==> config.mk <==
export PLATFORM = sky130hd
export DESIGN_NAME = machine_ctl_p
export DESIGN_NICKNAME = d
export VERILOG_FILES = /design/src/rtl/machine_pkg.sv /design/src/rtl/machine_decode.sv /design/src/rtl/machine_ctl_p.sv
export SDC_FILE = /design/constraint.sdc
export NUM_CORES = 1
export LEC_CHECK = 0
export CORE_UTILIZATION = 42
export DETAILED_ROUTE_END_ITERATION = 10
export GPL_TIMING_DRIVEN = 1
export PLACE_DENSITY = 0.8
export SETUP_SLACK_MARGIN = 0.2
export SLEW_MARGIN = 20
export SYNTH_ARGS = -nofsm -noshare
export SYNTH_HDL_FRONTEND = slang
export SYNTH_SLANG_ARGS = --single-unit
==> constraint.sdc <==
create_clock -name clk -period 1.4 [get_ports clk]
set_input_delay 0.21 -clock clk [delete_from_list [all_inputs] [get_ports clk]]
set_output_delay 0.21 -clock clk [all_outputs]
set_load 0.02 [all_outputs]
==> src/rtl/machine_pkg.sv <==
// Shared opcode, state and strobe-bundle definitions for the instruction-sequencing controller.
package machine_pkg;

  localparam logic [2:0] HLT = 3'b000;
  localparam logic [2:0] SKZ = 3'b001;
  localparam logic [2:0] ADD = 3'b010;
  localparam logic [2:0] AND = 3'b011;
  localparam logic [2:0] XOR = 3'b100;
  localparam logic [2:0] LDA = 3'b101;
  localparam logic [2:0] STO = 3'b110;
  localparam logic [2:0] JMP = 3'b111;

  localparam logic [3:0] F0     = 4'd0;
  localparam logic [3:0] F1     = 4'd1;
  localparam logic [3:0] F2     = 4'd2;
  localparam logic [3:0] F3     = 4'd3;
  localparam logic [3:0] IDLE   = 4'd4;
  localparam logic [3:0] SETUP  = 4'd5;
  localparam logic [3:0] EXA    = 4'd6;
  localparam logic [3:0] EXB    = 4'd7;
  localparam logic [3:0] EXC    = 4'd8;
  localparam logic [3:0] SKIP   = 4'd9;
  localparam logic [3:0] EXD    = 4'd10;
  localparam logic [3:0] HALTED = 4'd11;

  typedef struct packed {
    logic inc_pc;
    logic load_acc;
    logic load_pc;
    logic rd;
    logic wr;
    logic load_ir;
    logic halt;
    logic datactl_ena;
  } strobe_t;

  function automatic logic is_fetch(input logic [3:0] s);
    return s[3:2] == 2'b00;
  endfunction

endpackage

==> src/rtl/machine_decode.sv <==
// Combinational state/opcode decode to the datapath strobe bundle.
import machine_pkg::*;

module machine_decode #(
  parameter int unsigned OPW = 3
) (
  input  logic [3:0]     state,
  input  logic [OPW-1:0] opcode,
  input  logic           zero,
  output strobe_t        strobe
);

  logic       is_nop;
  logic [2:0] op;
  logic       mem_op;
  logic       is_sto;
  logic       is_jmp;
  logic       is_skz;
  logic       is_hlt;

  // Opcodes wider than three bits with any upper bit set are treated as NOP.
  generate
    if (OPW > 3) begin : g_wide
      assign is_nop = |opcode[OPW-1:3];
    end else begin : g_narrow
      assign is_nop = 1'b0;
    end
  endgenerate

  assign op     = opcode[2:0];
  assign mem_op = !is_nop && (op == ADD || op == AND || op == XOR || op == LDA);
  assign is_sto = !is_nop && (op == STO);
  assign is_jmp = !is_nop && (op == JMP);
  assign is_skz = !is_nop && (op == SKZ);
  assign is_hlt = !is_nop && (op == HLT);

  always_comb begin
    strobe = '0;
    case (state)
      F0, F1, F2, F3: begin
        strobe.rd      = 1'b1;
        strobe.load_ir = 1'b1;
        strobe.inc_pc  = (state != F0);
      end
      SETUP: begin
        if (is_hlt) strobe.halt   = 1'b1;
        else        strobe.inc_pc = 1'b1;
      end
      EXA: begin
        strobe.rd          = mem_op;
        strobe.datactl_ena = is_sto;
        strobe.load_pc     = is_jmp;
      end
      EXB: begin
        strobe.rd          = mem_op;
        strobe.load_acc    = mem_op;
        strobe.wr          = is_sto;
        strobe.datactl_ena = is_sto;
        strobe.load_pc     = is_jmp;
      end
      EXC: begin
        strobe.datactl_ena = is_sto;
        strobe.inc_pc      = is_skz && zero;
      end
      SKIP:    strobe.inc_pc = 1'b1;
      HALTED:  strobe.halt   = 1'b1;
      default: strobe = '0;
    endcase
  end

endmodule

==> src/rtl/machine_ctl_p.sv <==
// Parametrised falling-edge instruction sequencer: multi-word fetch, wait states, skip and sticky halt.
import machine_pkg::*;

module machine_ctl_p #(
  parameter int unsigned OPW         = 3,
  parameter int unsigned FETCH_WORDS = 2,
  parameter int unsigned WAIT_EN     = 1
) (
  input  logic           clk,
  input  logic           rst_n,
  input  logic           ena,
  input  logic [OPW-1:0] opcode,
  input  logic           zero,
  input  logic           mem_ready,
  input  logic           resume,
  output logic           inc_pc,
  output logic           load_acc,
  output logic           load_pc,
  output logic           rd,
  output logic           wr,
  output logic           load_ir,
  output logic [1:0]     fetch_idx,
  output logic           halt,
  output logic           datactl_ena,
  output logic [3:0]     state_o
);

  localparam logic [3:0]  F_LAST      = 4'(FETCH_WORDS - 1);
  localparam int unsigned SKIP_LOAD_I = (FETCH_WORDS > 1) ? FETCH_WORDS - 2 : 0;
  localparam logic [1:0]  SKIP_LOAD   = SKIP_LOAD_I[1:0];

  logic [3:0] state_q, state_d;
  logic [1:0] skip_cnt_q, skip_cnt_d;
  logic [1:0] fetch_idx_q, fetch_idx_d;
  strobe_t    strobe_q, strobe_d;
  strobe_t    dec;
  logic       stall;

  machine_decode #(.OPW(OPW)) u_decode (
    .state  (state_q),
    .opcode (opcode),
    .zero   (zero),
    .strobe (dec)
  );

  always_comb begin
    state_d     = state_q;
    skip_cnt_d  = skip_cnt_q;
    strobe_d    = dec;
    fetch_idx_d = is_fetch(state_q) ? state_q[1:0] : 2'b00;
    stall       = (WAIT_EN != 0) && (dec.rd || dec.wr) && !mem_ready;

    case (state_q)
      F0, F1, F2, F3: state_d = (state_q == F_LAST) ? IDLE : state_q + 4'd1;
      IDLE:           state_d = SETUP;
      SETUP:          state_d = dec.halt ? HALTED : EXA;
      EXA:            state_d = EXB;
      EXB:            state_d = EXC;
      // A taken SKZ is the only EXC case that raises inc_pc.
      EXC: begin
        if (dec.inc_pc) begin
          state_d    = (FETCH_WORDS > 1) ? SKIP : EXD;
          skip_cnt_d = SKIP_LOAD;
        end else begin
          state_d = EXD;
        end
      end
      SKIP: begin
        if (skip_cnt_q == 2'd0) state_d = EXD;
        else                    skip_cnt_d = skip_cnt_q - 2'd1;
      end
      EXD:            state_d = F0;
      HALTED: begin
        if (resume) begin
          state_d  = F0;
          strobe_d = '0;
        end
      end
      default: begin
        state_d  = F0;
        strobe_d = '0;
      end
    endcase

    // Memory not ready: repeat the bus cycle but suppress one-shot strobes.
    if (stall) begin
      state_d           = state_q;
      skip_cnt_d        = skip_cnt_q;
      strobe_d.inc_pc   = 1'b0;
      strobe_d.load_pc  = 1'b0;
      strobe_d.load_acc = 1'b0;
    end

    if (!ena) begin
      state_d     = F0;
      skip_cnt_d  = '0;
      strobe_d    = '0;
      fetch_idx_d = '0;
    end
  end

  always_ff @(negedge clk or negedge rst_n) begin
    if (!rst_n) begin
      state_q     <= F0;
      skip_cnt_q  <= '0;
      strobe_q    <= '0;
      fetch_idx_q <= '0;
    end else begin
      state_q     <= state_d;
      skip_cnt_q  <= skip_cnt_d;
      strobe_q    <= strobe_d;
      fetch_idx_q <= fetch_idx_d;
    end
  end

  assign inc_pc      = strobe_q.inc_pc;
  assign load_acc    = strobe_q.load_acc;
  assign load_pc     = strobe_q.load_pc;
  assign rd          = strobe_q.rd;
  assign wr          = strobe_q.wr;
  assign load_ir     = strobe_q.load_ir;
  assign halt        = strobe_q.halt;
  assign datactl_ena = strobe_q.datactl_ena;
  assign fetch_idx   = fetch_idx_q;
  assign state_o     = state_q;

endmodule

* After elaboration in Yosys (flattened, before gate mapping)
Index checks and enable logic that the tools add are counted.
Operators by class: add/sub/neg operators 2, mux-type cells 29, equality and inequality tests 24, reductions and logical operators 18
Operators by type and width (number):
- $pmux 4 s8 | 1
- $mux 4 | 6
- $eq 4x3->1 const B | 4
- $eq 4x4->1 const B | 4
- $mux 8 | 2
- $pmux 8 s2 | 1
- $mux 2 | 7
- $eq 3x3->1 const B | 4
- $ne 3x3->1 const B | 4
- $reduce_or 11->1 | 1
- $eq 4x2->1 const B | 2
- $mux 1 | 7
- $eq 3x2->1 const B | 2
- $add 4x1->4 const B | 1
- $eq 4x1->1 const B | 1
- $logic_not 2->1 | 2
- $logic_not 4->1 | 1
- $logic_or 1x1->1 | 4
- $pmux 1 s2 | 2
- $pmux 1 s4 | 1
- $pmux 2 s2 | 1
- $reduce_and 4->1 | 1
- $reduce_bool 4->1 | 1
- $reduce_or 4->1 | 1
- 11 further kinds | 12
Storage, ports and cells: output and inout port bits 14, bits in registers 16, word-level logic and storage cells 84

* Depth between registers and ports, before layout
Gate-level depths: netlist of the first run.
depth after elaboration 9, depth in mapped cells 7, gate-level depth less buffers 7

* Modules after synthesis
Synthesis of the first run repeated with hierarchy kept, for this count alone.
Unflattened totals: cells, all modules 96, area total of the unflattened synthesis 955.9 sq um
By module, submodules not included:
- machine_ctl_p | area each 795.8 sq um, instances 1, seq. area each 400.4 sq um, cells an instance 71
- machine_decode | area each 160.2 sq um, instances 1, seq. area each 0.0 sq um, cells an instance 25

==> metrics.txt, run 1 <==
starting density of the core 44.9%; Netlist cell types 36; pin count of the biggest net entering global routing 20; Post-synth EDFFs 0; Top delay family on crit path flip-flops; grt total ovfl 0; Cell Pwr Density 722 mW/mm^2; FFs w/ async S/R, synth 100%; number of buffers created by CTS 3; CP max-delay cell dfrtn_1; share of the yosys chip area belonging to registers 45.5%; WP depth 1; Vias 1,029; Tot Pwr 0.00116 W; clock power share 21.0%; commonest non-fill, non-tap cells in the layout buf_6 (22), buf_4 (19), dfrtn_1 (16); final hold violation count 0; critical path required time 1.19 ns; Die ar. 0.00228 mm^2; Row Count 16; wire per inst 17.7 um; CP bufs+invs 1; clock slew at reported path FFs 0.07 ns; Critical Path AT 1.57 ns; worst-path cell chain buf_6; core area 0.00196 mm^2; R2R depth 5; drt drc 0; DRT Pass-1 Iters 4; peak supply drop 0.000630 V; Clock Latency Late Sink 0.29 ns; antenna-violating nets left 0; CTS tree yes; clock tree root buffer cell clkbuf_4; CTS H-tree depth 1; failing checks negative setup slack; # diodes 0; Sink Count 16; IO Pins 23; run status finished with violations; post-DP HPWL 1.60 mm; Main synth FF type dfrtn_1; Worst setup SP type flip-flop; worst setup margin -0.382 ns; sequential share of power 42.9%; nets 162; Synth Cell Area 881 um^2; CP max FO 2; max-slew violation count 0; cell area after layout 0.00161 mm^2; initial antenna violation count 0; vias in the first global route 868; Initial DRC Count 29; maxcap violations 0; Routability Congestion 0.836; Mapped Cells 101; layout cell share with drive strength beyond 1 58.0%; syn nets 111; critical path's largest stage delay 0.45 ns; most common cell after layout, fill and taps aside buf_6; Die H 47.8 um; worst-margin pin slew 0.264 ns; fill count 128; worst hold path cell count 3; Total Routing Usage GR 23.5%; Die Width 47.8 um; max reg flops 4; Sw Pwr 0.000373 W; Placed Area 0.00129 mm^2; Hold Crit Class reg -> reg; Fin Hold WS 0.605 ns; Int Pwr 0.000791 W; CTS max path bufs 2; Comb power frac 36.1%; Worst Skew 0.00602 ns; Syn-to-layout area delta 83.0%; Lkg Pwr 0.714 nW; RSZ-0062 raised after global routing yes; final wirelength 3.13 mm; setup violators final 24; Port-buffer cells 22; Crit Path Category reg -> out; vias per cell 5.81; Slew HR 82.2%; Sw Share 32.0%; first-pass GRT wire length 3.68 mm; hold buffers post-CTS 0; count of state elements after synthesis 16; Mean Syn Cell Area 8.72 um^2; Critical Path End Type output pin; Yosys Warn Count 0
cells by family (layout without fill, tap and decap cells):
| family | after synthesis | count (layout) | synth area share, % |
|---|---|---|---|
| AND/OR/NAND/NOR | 47 | 47 | 26.8 |
| AO/OA/AOI/OAI | 25 | 25 | 19.2 |
| flip-flops | 16 | 16 | 45.5 |
| buffers and inverters | 10 | 59 | 4.97 |
| adder cells (fa/ha/maj) | 1 | 1 | 1.42 |
| XOR/XNOR | 1 | 1 | 0.994 |
| multiplexers | 1 | 1 | 1.14 |
final timing paths:
path / from / endpoint / slack (ns)
max: state_o[1]$_DFFE_NN0P_ / state_o[1] / -0.38
min: skip_cnt_q[1]$_DFFE_NN0P_ / skip_cnt_q[1]$_DFFE_NN0P_ / 0.60
max reg2reg: state_o[1]$_DFFE_NN0P_ / inc_pc$_DFF_NN0_ / -0.21
min reg2reg: skip_cnt_q[1]$_DFFE_NN0P_ / skip_cnt_q[1]$_DFFE_NN0P_ / 0.60
max in group asynchronous: rst_n / skip_cnt_q[1]$_DFFE_NN0P_ / 0.40
min in group asynchronous: rst_n / load_pc$_DFF_NN0_ / 0.84
what timing repair did:
item                                    CTS  global route
endpoints found under the setup margin   30            29
setup buffers                             2            10
resized for setup                       146            22
pin swaps                                20            18
worst min-delay path: stages, from the launching register on:
cell     delay (ns)
dfrtn_1        0.42
buf_4          0.12
a22oi_2        0.06
nor2_1         0.09
Yosys cell counts (2+ instances only):
master | instances | area [um^2]
nand3_1 | 2 | 10.0
nor3_1 | 7 | 35.0
nor2b_1 | 2 | 12.5
and3_1 | 2 | 12.5
a211oi_1 | 2 | 15.0
a21oi_1 | 6 | 30.0
and2_1 | 2 | 12.5
buf_2 | 2 | 10.0
nor2_1 | 13 | 48.8
inv_1 | 4 | 15.0
o21ai_0 | 6 | 30.0
clkbuf_1 | 2 | 7.51
nand2_1 | 11 | 41.3
nand4_1 | 2 | 12.5
o21ai_1 | 2 | 10.0
dfrtn_1 | 16 | 400
layout make-up:
cell class,instances,area [um^2],area share [%]
clock buffer,3,22.5,1.40
inverter,5,18.8,1.16
multi-input combinational,75,597,37.0
tap,27,33.8,2.10
sequential,16,400,24.8
timing repair buffer,51,539,33.5
metal layers:
| metal | wire length [um] | track usage (%) |
|---|---|---|
| met5 | 0 | 0 |
| met4 | 100 | 11.1 |
| met3 | 152 | 4.53 |
| met2 | 1660 | 41.6 |
| met1 | 1220 | 27.1 |
power by group through the flow:
| stage | clock [W] | sequential, W | combinational, W |
|---|---|---|---|
| 5_1_grt | 0.000264 | 0.000500 | 0.000448 |
| 2_1_floorplan | 0 | 0.000533 | 0.000123 |
| 4_1_cts | 0.000247 | 0.000499 | 0.000336 |
| 3_5_place_dp | 0 | 0.000503 | 0.000289 |
| 3_3_place_gp | 0 | 0.000502 | 0.000284 |
| 6_report | 0.000245 | 0.000499 | 0.000420 |
through the flow:
stage	instances	TNS [ns]	util [%]	worst slack (ns)
2_1_floorplan	101	-2.04	-	-0.335
3_3_place_gp	162	-18.24	65.6	-0.993
3_5_place_dp	162	-18.89	65.6	-1.03
4_1_cts	167	-5.72	73.2	-0.389
5_1_grt	177	-6.89	82.1	-0.404
6_report	177	-6.16	82.1	-0.382
(Power assumes the default switching activity.)
==> run 2: changes to the inputs <==
SLEW_MARGIN = 15   (was 20)
TNS_END_PERCENT = 10   (was not set)
==> run 2 against run 1 <==
- the flow still finishes with violations (negative setup slack)
- cell area fell by 13%
- sequential power barely moved
- sequential share of layout area rose by 3.8 points
- critical path depth did not move
- clock skew fell by 0.0011 ns
- clock power rose by 31%
- total power fell by 1.4%
- setup slack got worse by 0.028 ns
- hold slack got worse by 0.074 ns
- global-route usage fell by 1.2 points
- clock-buffer cell count rose by 1
- non-clock buffer count fell by 9
- largest cell class unchanged
==> metrics.txt, run 2 (synthesis results as in run 1) <==
run status finished with violations; failing checks negative setup slack; vias per cell 5.68 (-2.3%); Die Width 47.8 um (unchanged); Top delay family on crit path flip-flops; number of buffers created by CTS 3 (unchanged); Total Routing Usage GR 22.4% (-1.2 points); Worst Skew 0.00496 ns (-0.00107 ns); grt total ovfl 0 (unchanged); Cells after DPL 162 (unchanged); CP max-delay cell dfrtn_1; reg2reg end skip_cnt_q[1]$_DFFE_NN0P_; Row Count 16 (unchanged); worst hold start skip_cnt_q[1]$_DFFE_NN0P_; maxcap violations 0 (unchanged); initial antenna violation count 0 (unchanged); worst hold path cell count 2 (-1); Crit Path Category reg -> out; first-pass GRT wire length 3.49 mm (-5.1%); CP bufs+invs 1 (unchanged); Critical Path End Type output pin; R2R setup slack -0.30 ns (-0.09 ns); vias in the first global route 794 (-8.5%); drt drc 0 (unchanged); antenna-violating nets left 0 (unchanged); IO Pins 23 (unchanged); Syn-to-layout area delta 58.5%; Sink Count 16 (unchanged); Initial DRC Count 20 (-31%); Clock Latency Late Sink 0.30 ns (about the same); layout cell share with drive strength beyond 1 42.3% (-16 points); final hold violation count 0 (unchanged); clock tree root buffer cell clkbuf_4; most common cell after layout, fill and taps aside buf_6; R2R depth 8 (+3); Vias 960 (-6.7%); critical path required time 1.19 ns (about the same); Slew HR 83.4% (+1.2 points); clock slew at reported path FFs 0.07 ns (about the same); CP max FO 2 (unchanged); CTS H-tree depth 1 (unchanged); Die H 47.8 um (unchanged); DRT Pass-1 Iters 4 (unchanged); RSZ-0062 raised after global routing yes; # diodes 0 (unchanged); max reg flops 4 (unchanged); final wirelength 2.57 mm (-18%); Hold Crit Class reg -> reg; critical path's largest stage delay 0.47 ns (+0.02 ns); final non-filler cell total 169 (-4.5%); Die ar. 0.00228 mm^2 (unchanged); reg-to-reg startpoint state_o[2]$_DFFE_NN0P_; Fin Hold WS 0.531 ns (-0.0739 ns); nets 153 (-5.6%); Cell Pwr Density 822 mW/mm^2 (+14%); Hold Crit Endpoint skip_cnt_q[1]$_DFFE_NN0P_; worst setup path startpoint state_o[2]$_DFFE_NN0P_; post-DP HPWL 1.54 mm (-3.7%); pin count of the biggest net entering global routing 20 (unchanged); Port-buffer cells 22 (unchanged); max-slew violation count 0 (unchanged); Lkg Pwr 0.636 nW (-11%); Worst setup SP type flip-flop; worst-path cell chain buf_6; peak supply drop 0.000618 V (-1.9%); commonest non-fill, non-tap cells in the layout buf_6 (17), dfrtn_1 (16), buf_4 (16); core area 0.00196 mm^2 (unchanged); CTS tree yes; Critical Path AT 1.60 ns (+0.03 ns); worst-margin pin slew 0.249 ns (-0.0158 ns); wire per inst 15.2 um (-14%); worst setup margin -0.409 ns (-0.0276 ns); Routability Congestion 0.835 (-0.16%); CTS max path bufs 2 (unchanged); setup violators final 23 (-4.2%); starting density of the core 44.9% (unchanged)
==> run 2: cell type report <==
type                    count  area [um^2]
fillers                   139          566
multi-input cells          75          499
repair buffers             42          408
flip-flops and latches     16          400
clock buffers               4         36.3
well taps                  27         33.8
inverters                   5         18.8
==> run 2: per-layer routing <==
layer	track usage (%)	routed length, um	vias up
met5	0	0	-
met4	8.89	32	0
met3	4.53	149	7
met2	39.2	1360	47
met1	26.6	1030	466
li1	-	-	440
==> run 2: worst max path at each step <==
stage,endpoint,slack (ns),depth (start not counted)
after global placement,state_o[1]$_DFFE_NN0P_,-0.93,5
after detailed placement,skip_cnt_q[1]$_DFFE_NN0P_,-0.97,6
final,state_o[2],-0.41,1
after floorplan,state_o[1]$_DFFE_NN0P_,-0.34,5
after global routing,state_o[2],-0.43,1
after CTS,state_o[1],-0.39,1
==> run 2: where the power goes <==
part	internal (W)	switching (W)	leakage (nW)
logic	0.000151	0.000176	0.399
clock network	0.000159	0.000162	0.0210
registers	0.000486	0.0000135	0.216
total	0.000796	0.000352	0.636
==> run 2: timing repair <==
action,in CTS,in global routing
hold buffers,0,0
setup buffers,2,1
pin swaps,9,4
gates resized for setup,108,16
setup endpoints to repair,30,30
==> run 2: worst min-delay path: stages (launching register included) <==
cell and delay [ns]:
dfrtn_1 0.44, a22oi_1 0.10, nor2_1 0.08
==> run 2: metrics by stage <==
step	total power, W	setup slack [ns]	cell area (um^2)	TNS (ns)	util, %
CTS	0.00111	-0.386	1340	-6.48	68.5
global placement	0.000782	-0.933	1270	-17.65	64.8
floorplan	0.000652	-0.338	902	-2.15	-
detailed placement	0.000787	-0.972	1270	-18.18	64.8
global route	0.00119	-0.428	1400	-7.80	71.2
finish	0.00115	-0.409	1400	-6.90	71.2
==> run 3: changes to the inputs <==
ABC_CLOCK_PERIOD_IN_PS = 1400   (was not set)
==> results of run 3 <==
The final DEF is identical to that of run 2; final timing and power are the same.
